`config.mk`:
```
export PLATFORM = sky130hd
export DESIGN_NAME = uart_rx_fifo
export DESIGN_NICKNAME = d
export VERILOG_FILES = /design/src/rtl/uart_pkg.sv /design/src/rtl/sync_fifo.sv /design/src/rtl/uart_rx_fifo.sv
export SDC_FILE = /design/constraint.sdc
export NUM_CORES = 1
export LEC_CHECK = 0
export BUFFER_PORTS_ARGS = -buffer_cell sky130_fd_sc_hd__buf_2
export CORE_MARGIN = 1
export CORE_UTILIZATION = 57
export CTS_BUF_LIST = sky130_fd_sc_hd__clkbuf_4
export CTS_CLUSTER_SIZE = 10
export DETAILED_ROUTE_END_ITERATION = 12
export PLACE_DENSITY = 0.78
export SLEW_MARGIN = 20
export SYNTH_ARGS = -nofsm -noshare
export SYNTH_HDL_FRONTEND = slang
export SYNTH_SLANG_ARGS = --single-unit
```
`constraint.sdc`:
```
create_clock -name clk -period 2.3 [get_ports clk]
set_clock_uncertainty 0.15 [all_clocks]
set_input_delay 0.345 -clock clk [delete_from_list [all_inputs] [get_ports clk]]
set_output_delay 0.345 -clock clk [all_outputs]
set_load 0.02 [all_outputs]
```
`src/rtl/uart_pkg.sv`:
```
`default_nettype none
//============================================================================
// Package : uart_pkg
// Shared UART receiver types, sample points and baud divider helper.
// Rev     : 1.0
//============================================================================
package uart_pkg;

  typedef enum logic [2:0] {
    RX_IDLE,
    RX_START,
    RX_DATA,
    RX_STOP,
    RX_BRK
  } rx_state_t;

  localparam logic [3:0] RX_MID_SAMPLE  = 4'd7;
  localparam logic [3:0] RX_LAST_SAMPLE = 4'd15;

  // Clocks per 1/16-bit tick, rounded to nearest.
  function automatic int calc_div(input int clk_hz, input int baud);
    return (clk_hz + baud * 8) / (baud * 16);
  endfunction

endpackage
`default_nettype wire

```
`src/rtl/sync_fifo.sv`:
```
`default_nettype none
//============================================================================
// Module : sync_fifo
// First-word-fall-through synchronous FIFO, power-of-two depth.
// Rev    : 1.0
//============================================================================
module sync_fifo #(
  parameter int WIDTH = 8,
  parameter int DEPTH = 8
) (
  input  logic                       clk,
  input  logic                       rst,
  input  logic                       push,
  input  logic [WIDTH-1:0]           din,
  input  logic                       pop,
  output logic [WIDTH-1:0]           dout,
  output logic [$clog2(DEPTH+1)-1:0] count,
  output logic                       full,
  output logic                       empty
);

  localparam int PTRW = $clog2(DEPTH);
  localparam int CNTW = $clog2(DEPTH + 1);

  logic [WIDTH-1:0] r_mem [DEPTH];
  logic [PTRW-1:0]  r_wr_ptr;
  logic [PTRW-1:0]  r_rd_ptr;
  logic [CNTW-1:0]  r_count;
  logic             w_do_push;
  logic             w_do_pop;

  assign full      = (r_count == CNTW'(DEPTH));
  assign empty     = (r_count == '0);
  assign w_do_pop  = pop && !empty;
  // A pop frees the head slot in the same clk, so a full FIFO still accepts.
  assign w_do_push = push && (!full || w_do_pop);
  assign dout      = empty ? '0 : r_mem[r_rd_ptr];
  assign count     = r_count;

  always_ff @(posedge clk) begin
    if (rst) begin
      r_wr_ptr <= '0;
      r_rd_ptr <= '0;
      r_count  <= '0;
    end else begin
      if (w_do_push) r_wr_ptr <= r_wr_ptr + PTRW'(1);
      if (w_do_pop)  r_rd_ptr <= r_rd_ptr + PTRW'(1);
      case ({w_do_push, w_do_pop})
        2'b10:   r_count <= r_count + CNTW'(1);
        2'b01:   r_count <= r_count - CNTW'(1);
        default: r_count <= r_count;
      endcase
    end
  end

  always_ff @(posedge clk) begin
    if (w_do_push) r_mem[r_wr_ptr] <= din;
  end

endmodule
`default_nettype wire

```
`src/rtl/uart_rx_fifo.sv`:
```
`default_nettype none
//============================================================================
// Module : uart_rx_fifo
// 8N1 UART receiver, 16x oversampled, glitch/framing checks, FWFT FIFO.
// Rev    : 1.0
//============================================================================
module uart_rx_fifo
  import uart_pkg::*;
#(
  parameter int CLK_HZ     = 50_000_000,
  parameter int BAUD       = 115200,
  parameter int OVERSAMPLE = 16,
  parameter int FIFO_DEPTH = 8
) (
  input  logic                            clk,
  input  logic                            rst,
  input  logic                            uart_rx,
  input  logic                            rd_en,
  output logic [7:0]                      rd_data,
  output logic                            rd_valid,
  output logic [$clog2(FIFO_DEPTH+1)-1:0] fifo_count,
  output logic                            rx_busy,
  output logic                            frame_err,
  output logic                            overflow,
  input  logic                            clear_err
);

  localparam int DIV  = calc_div(CLK_HZ, BAUD);
  localparam int DIVW = (DIV > 1) ? $clog2(DIV) : 1;

  generate
    if (DIV < 1) begin : g_bad_div
      $error("uart_rx_fifo: baud divider evaluates below 1");
    end
    if (OVERSAMPLE != 16) begin : g_bad_oversample
      $error("uart_rx_fifo: only 16x oversampling is supported");
    end
    if (FIFO_DEPTH < 2 || (FIFO_DEPTH & (FIFO_DEPTH - 1)) != 0) begin : g_bad_depth
      $error("uart_rx_fifo: FIFO_DEPTH must be a power of two, at least 2");
    end
  endgenerate

  logic            r_sync1;
  logic            r_sync2;
  logic            w_rx_s;
  logic [DIVW-1:0] r_div;
  logic            w_tick;
  rx_state_t       r_state;
  logic [3:0]      r_scnt;
  logic [2:0]      r_bit_idx;
  logic [7:0]      r_shift;
  logic            r_push;
  logic            r_frame_err;
  logic            r_overflow;
  logic            w_full;
  logic            w_empty;
  logic            w_pop;
  logic            w_drop;

  always_ff @(posedge clk) begin
    if (rst) begin
      r_sync1 <= 1'b1;
      r_sync2 <= 1'b1;
    end else begin
      r_sync1 <= uart_rx;
      r_sync2 <= r_sync1;
    end
  end
  assign w_rx_s = r_sync2;

  assign w_tick = (r_div == DIVW'(DIV - 1));
  always_ff @(posedge clk) begin
    if (rst || w_tick) r_div <= '0;
    else               r_div <= r_div + DIVW'(1);
  end

  always_ff @(posedge clk) begin
    if (rst) begin
      r_state     <= RX_IDLE;
      r_scnt      <= '0;
      r_bit_idx   <= '0;
      r_shift     <= '0;
      r_push      <= 1'b0;
      r_frame_err <= 1'b0;
    end else begin
      r_push <= 1'b0;
      if (clear_err) r_frame_err <= 1'b0;
      case (r_state)
        RX_IDLE: begin
          if (w_tick && !w_rx_s) begin
            r_state <= RX_START;
            r_scnt  <= '0;
          end
        end
        RX_START: begin
          if (w_tick) begin
            if (r_scnt == RX_MID_SAMPLE) begin
              if (w_rx_s) begin
                r_state <= RX_IDLE;
              end else begin
                r_state   <= RX_DATA;
                r_scnt    <= '0;
                r_bit_idx <= '0;
              end
            end else begin
              r_scnt <= r_scnt + 4'd1;
            end
          end
        end
        RX_DATA: begin
          if (w_tick) begin
            if (r_scnt == RX_LAST_SAMPLE) begin
              r_shift <= {w_rx_s, r_shift[7:1]};
              r_scnt  <= '0;
              if (r_bit_idx == 3'd7) r_state   <= RX_STOP;
              else                   r_bit_idx <= r_bit_idx + 3'd1;
            end else begin
              r_scnt <= r_scnt + 4'd1;
            end
          end
        end
        RX_STOP: begin
          if (w_tick) begin
            if (r_scnt == RX_LAST_SAMPLE) begin
              r_scnt <= '0;
              if (w_rx_s) begin
                r_push  <= 1'b1;
                r_state <= RX_IDLE;
              end else begin
                r_frame_err <= 1'b1;
                r_state     <= RX_BRK;
              end
            end else begin
              r_scnt <= r_scnt + 4'd1;
            end
          end
        end
        // A held-low line must return high before a new start can be seen.
        RX_BRK: begin
          if (w_rx_s) r_state <= RX_IDLE;
        end
        default: r_state <= RX_IDLE;
      endcase
    end
  end

  assign w_pop  = rd_en && !w_empty;
  assign w_drop = r_push && w_full && !w_pop;

  always_ff @(posedge clk) begin
    if (rst)            r_overflow <= 1'b0;
    else if (w_drop)    r_overflow <= 1'b1;
    else if (clear_err) r_overflow <= 1'b0;
  end

  sync_fifo #(
    .WIDTH (8),
    .DEPTH (FIFO_DEPTH)
  ) u_fifo (
    .clk   (clk),
    .rst   (rst),
    .push  (r_push),
    .din   (r_shift),
    .pop   (rd_en),
    .dout  (rd_data),
    .count (fifo_count),
    .full  (w_full),
    .empty (w_empty)
  );

  assign rd_valid  = !w_empty;
  assign rx_busy   = (r_state != RX_IDLE);
  assign frame_err = r_frame_err;
  assign overflow  = r_overflow;

endmodule
`default_nettype wire
```
==> run summary <==
status: complete, but fails checks
failing checks: negative setup slack
drc violations: 0
synth unique cells: 63
Die Wd: 91.27 um
Nets: 379
Synth Register Bits: 105
Clock Latency Late Sink: 440 ps
total die area: 8329 um^2
H-tree depth: 3
Post-synth top flop: edfxtp_1
first-pass GRT wire length: 13.39 mm
Worst IR Drop VDD: 347.9 uV
starting density of the core: 58.78%
Post-synth EDFFs: 64
post-synthesis async set-or-reset flop share: 0%
dpl cells: 455
gr ovfl total: 0
setup bufs post-CTS: 0
Pwr Total: 3.008 mW
capturing element type of the critical path: output pin
clk sinks: 105
fmax: 0.4187 GHz
CP Max Fanout: 8
LEAKAGE: 1.798 nW
routed len/inst: 17.25 um
Flop pwr share: 65.9%
Setup CP Type: reg -> out
worst hold path type: in -> reg
Layout area overhead: 11.18%
Max clock buf depth: 2
largest net degree at the start of global routing: 20
die height: 91.27 um
via count: 2761
final worst setup slack: -88.45 ps
dominant cell type by area after synthesis: edfxtp_1
initial antenna violation count: 0
top area cells in the synthesized netlist: edfxtp_1, dfxtp_1, mux4_2, mux2i_1, nor2_1
vias in the first global route: 2676
fin. max-slew vios: 0
top-area cell type share of the netlist area: 42.31%
synthesized area: 4542 um^2
Placement Cell Area: 4837 um^2
CTS tree: built
Port Buffers: 20
GRT Util Overall: 21.06%
drt first-iter violations: 190
FF-to-FF setup slack: 120 ps
Routed WL: 8.158 mm
Logic pwr share: 1.4%
row cnt: 32
Int Pwr: 2.345 mW
Fin. Hold Viols: 0
Critical Path AT: 1890 ps
Worst-path clk slew: 160 ps
ANT nets after route: 0
core area: 7727 um^2
post-route setup TNS: -532.8 ps
Worst Setup Start Kind: flop
TritonRoute pass-1 iters: 4
clock power share: 32.7%
Commonest cells post-synth: edfxtp_1, nor2_1, dfxtp_1
hold path start: clear_err
Post-Synthesis Net Count: 347
Max-slew headroom: 31.30%
Finished Layout Cells: 473
design area: 5050 um^2
cell count after synthesis: 334
dpl ws: 158.7 ps
fraction of layout cells with a size suffix above 1: 25.34%
vias per std cell: 5.837
Ports: 21
Root Driver: clkbuf_4
CTS buffer count: 9
RePlAce Congestion: 0.8478
Worst Hold Slack: 72.44 ps
min cycle time layout: 2388 ps
WP data required: 1800 ps
warnings from Yosys: 0
Reg2Reg Launch Point: r_push$_SDFF_PP0_
Final period util: 103.8%
switching power: 663.2 uW
fin util: 65.35%
Worst-Margin Slew: 1023 ps
max cap viols: 0
Final Setup Violations: 8
ANT cells: 0
Pwr Density: 595.7 nW/um^2
most frequent cell after synthesis: edfxtp_1
Syn Area/Cell: 13.60 um^2
RSZ-0062 raised after global routing: yes
Detail Placement HPWL: 5.493 mm
Switching Fraction: 22.04%
register area share after synthesis: 60.39%
worst paths after layout:
| check | end | cells past startpoint |
|---|---|---|
| hold reg to reg | r_sync2$_SDFF_PP1_ | 1 |
| setup / recovery | rd_data[4] | 5 |
| hold / removal | frame_err$_SDFF_PP0_ | 4 |
| setup reg to reg | u_fifo.count[2]$_SDFFE_PP0P_ | 8 |
power by group through the flow:
stage	Clock [mW]	Sequential [mW]	Combinational (mW)
final	0.985	1.98	0.0415
after global routing	1.08	1.98	0.0472
after CTS	1.00	1.98	0.0410
after detailed placement	0	2.02	0.0396
after global placement	0	2.02	0.0385
after floorplan	0	2.02	0.0287
timing repair:
action	in CTS	in global routing
hold buffers	1	0
setup endpoints to repair	8	9
gates resized for setup	4	3
hold endpoints to repair	1	0
pin swaps	1	3
gates cloned	1	0
area by class of cell:
class	count	area [um^2]
well taps	102	127.6
clock buffers	9	67.56
multi-input cells	206	1708
fillers	590	2678
repair buffers	39	285.3
inverters	5	18.77
flip-flops and latches	105	2753
clock inverters	7	90.09
layout by cell type, fill, tap and decap left out, types with 2 or more instances in the layout:
master and count:
edfxtp_1 64, nor2_1 43, dfxtp_1 37, mux2i_1 21, buf_4 19, buf_2 17, mux4_2 16, nand2_1 12
nand3_1 10, nand2b_1 9, clkbuf_4 9, xor2_1 7, ha_1 7, o21ai_0 6, a21oi_1 6, nor3_1 5
or2_2 4, inv_1 3, o211ai_1 3, nor2b_1 3, xnor2_1 3, nor4_1 3, nor3b_1 3, a211oi_1 3
nor4b_1 3, nand4_1 2, dfxtp_4 2, clkinvlp_4 2, dfxtp_2 2
sequential cells by signal, indices dropped and copies added (netlist names), 3 cells and up, named ones only:
register,flops
u_fifo.r_mem,64
r_shift,8
r_div,5
r_scnt,4
u_fifo.count,4
r_bit_idx,3
r_state,3
u_fifo.r_rd_ptr,3
u_fifo.r_wr_ptr,3
logic make-up (layout without fill, tap and decap cells):
kind of cell	count (synthesis)	in the layout	share of synthesized area, %
flip-flops	105	105	60.39
buffers and inverters	23	60	2.369
adder cells (fa/ha/maj)	8	8	2.204
AO/OA/AOI/OAI	35	35	5.923
XOR/XNOR	10	10	1.929
multiplexers	40	40	13.39
AND/OR/NAND/NOR	113	113	13.80
routing by layer:
layer,global-route usage (%),share of wire [%]
met1,28.00,45
met2,35.48,50
met3,2.764,4.2
met4,7.804,0.92
met5,0,0
worst max-delay path, stage by stage, from the launching register on:
cell and delay, ps:
dfxtp_4 430, buf_12 150, mux4_2 530, mux2i_1 140
nor2_1 50, buf_2 150
No activity file was read; power rests on OpenSTA's default activity.
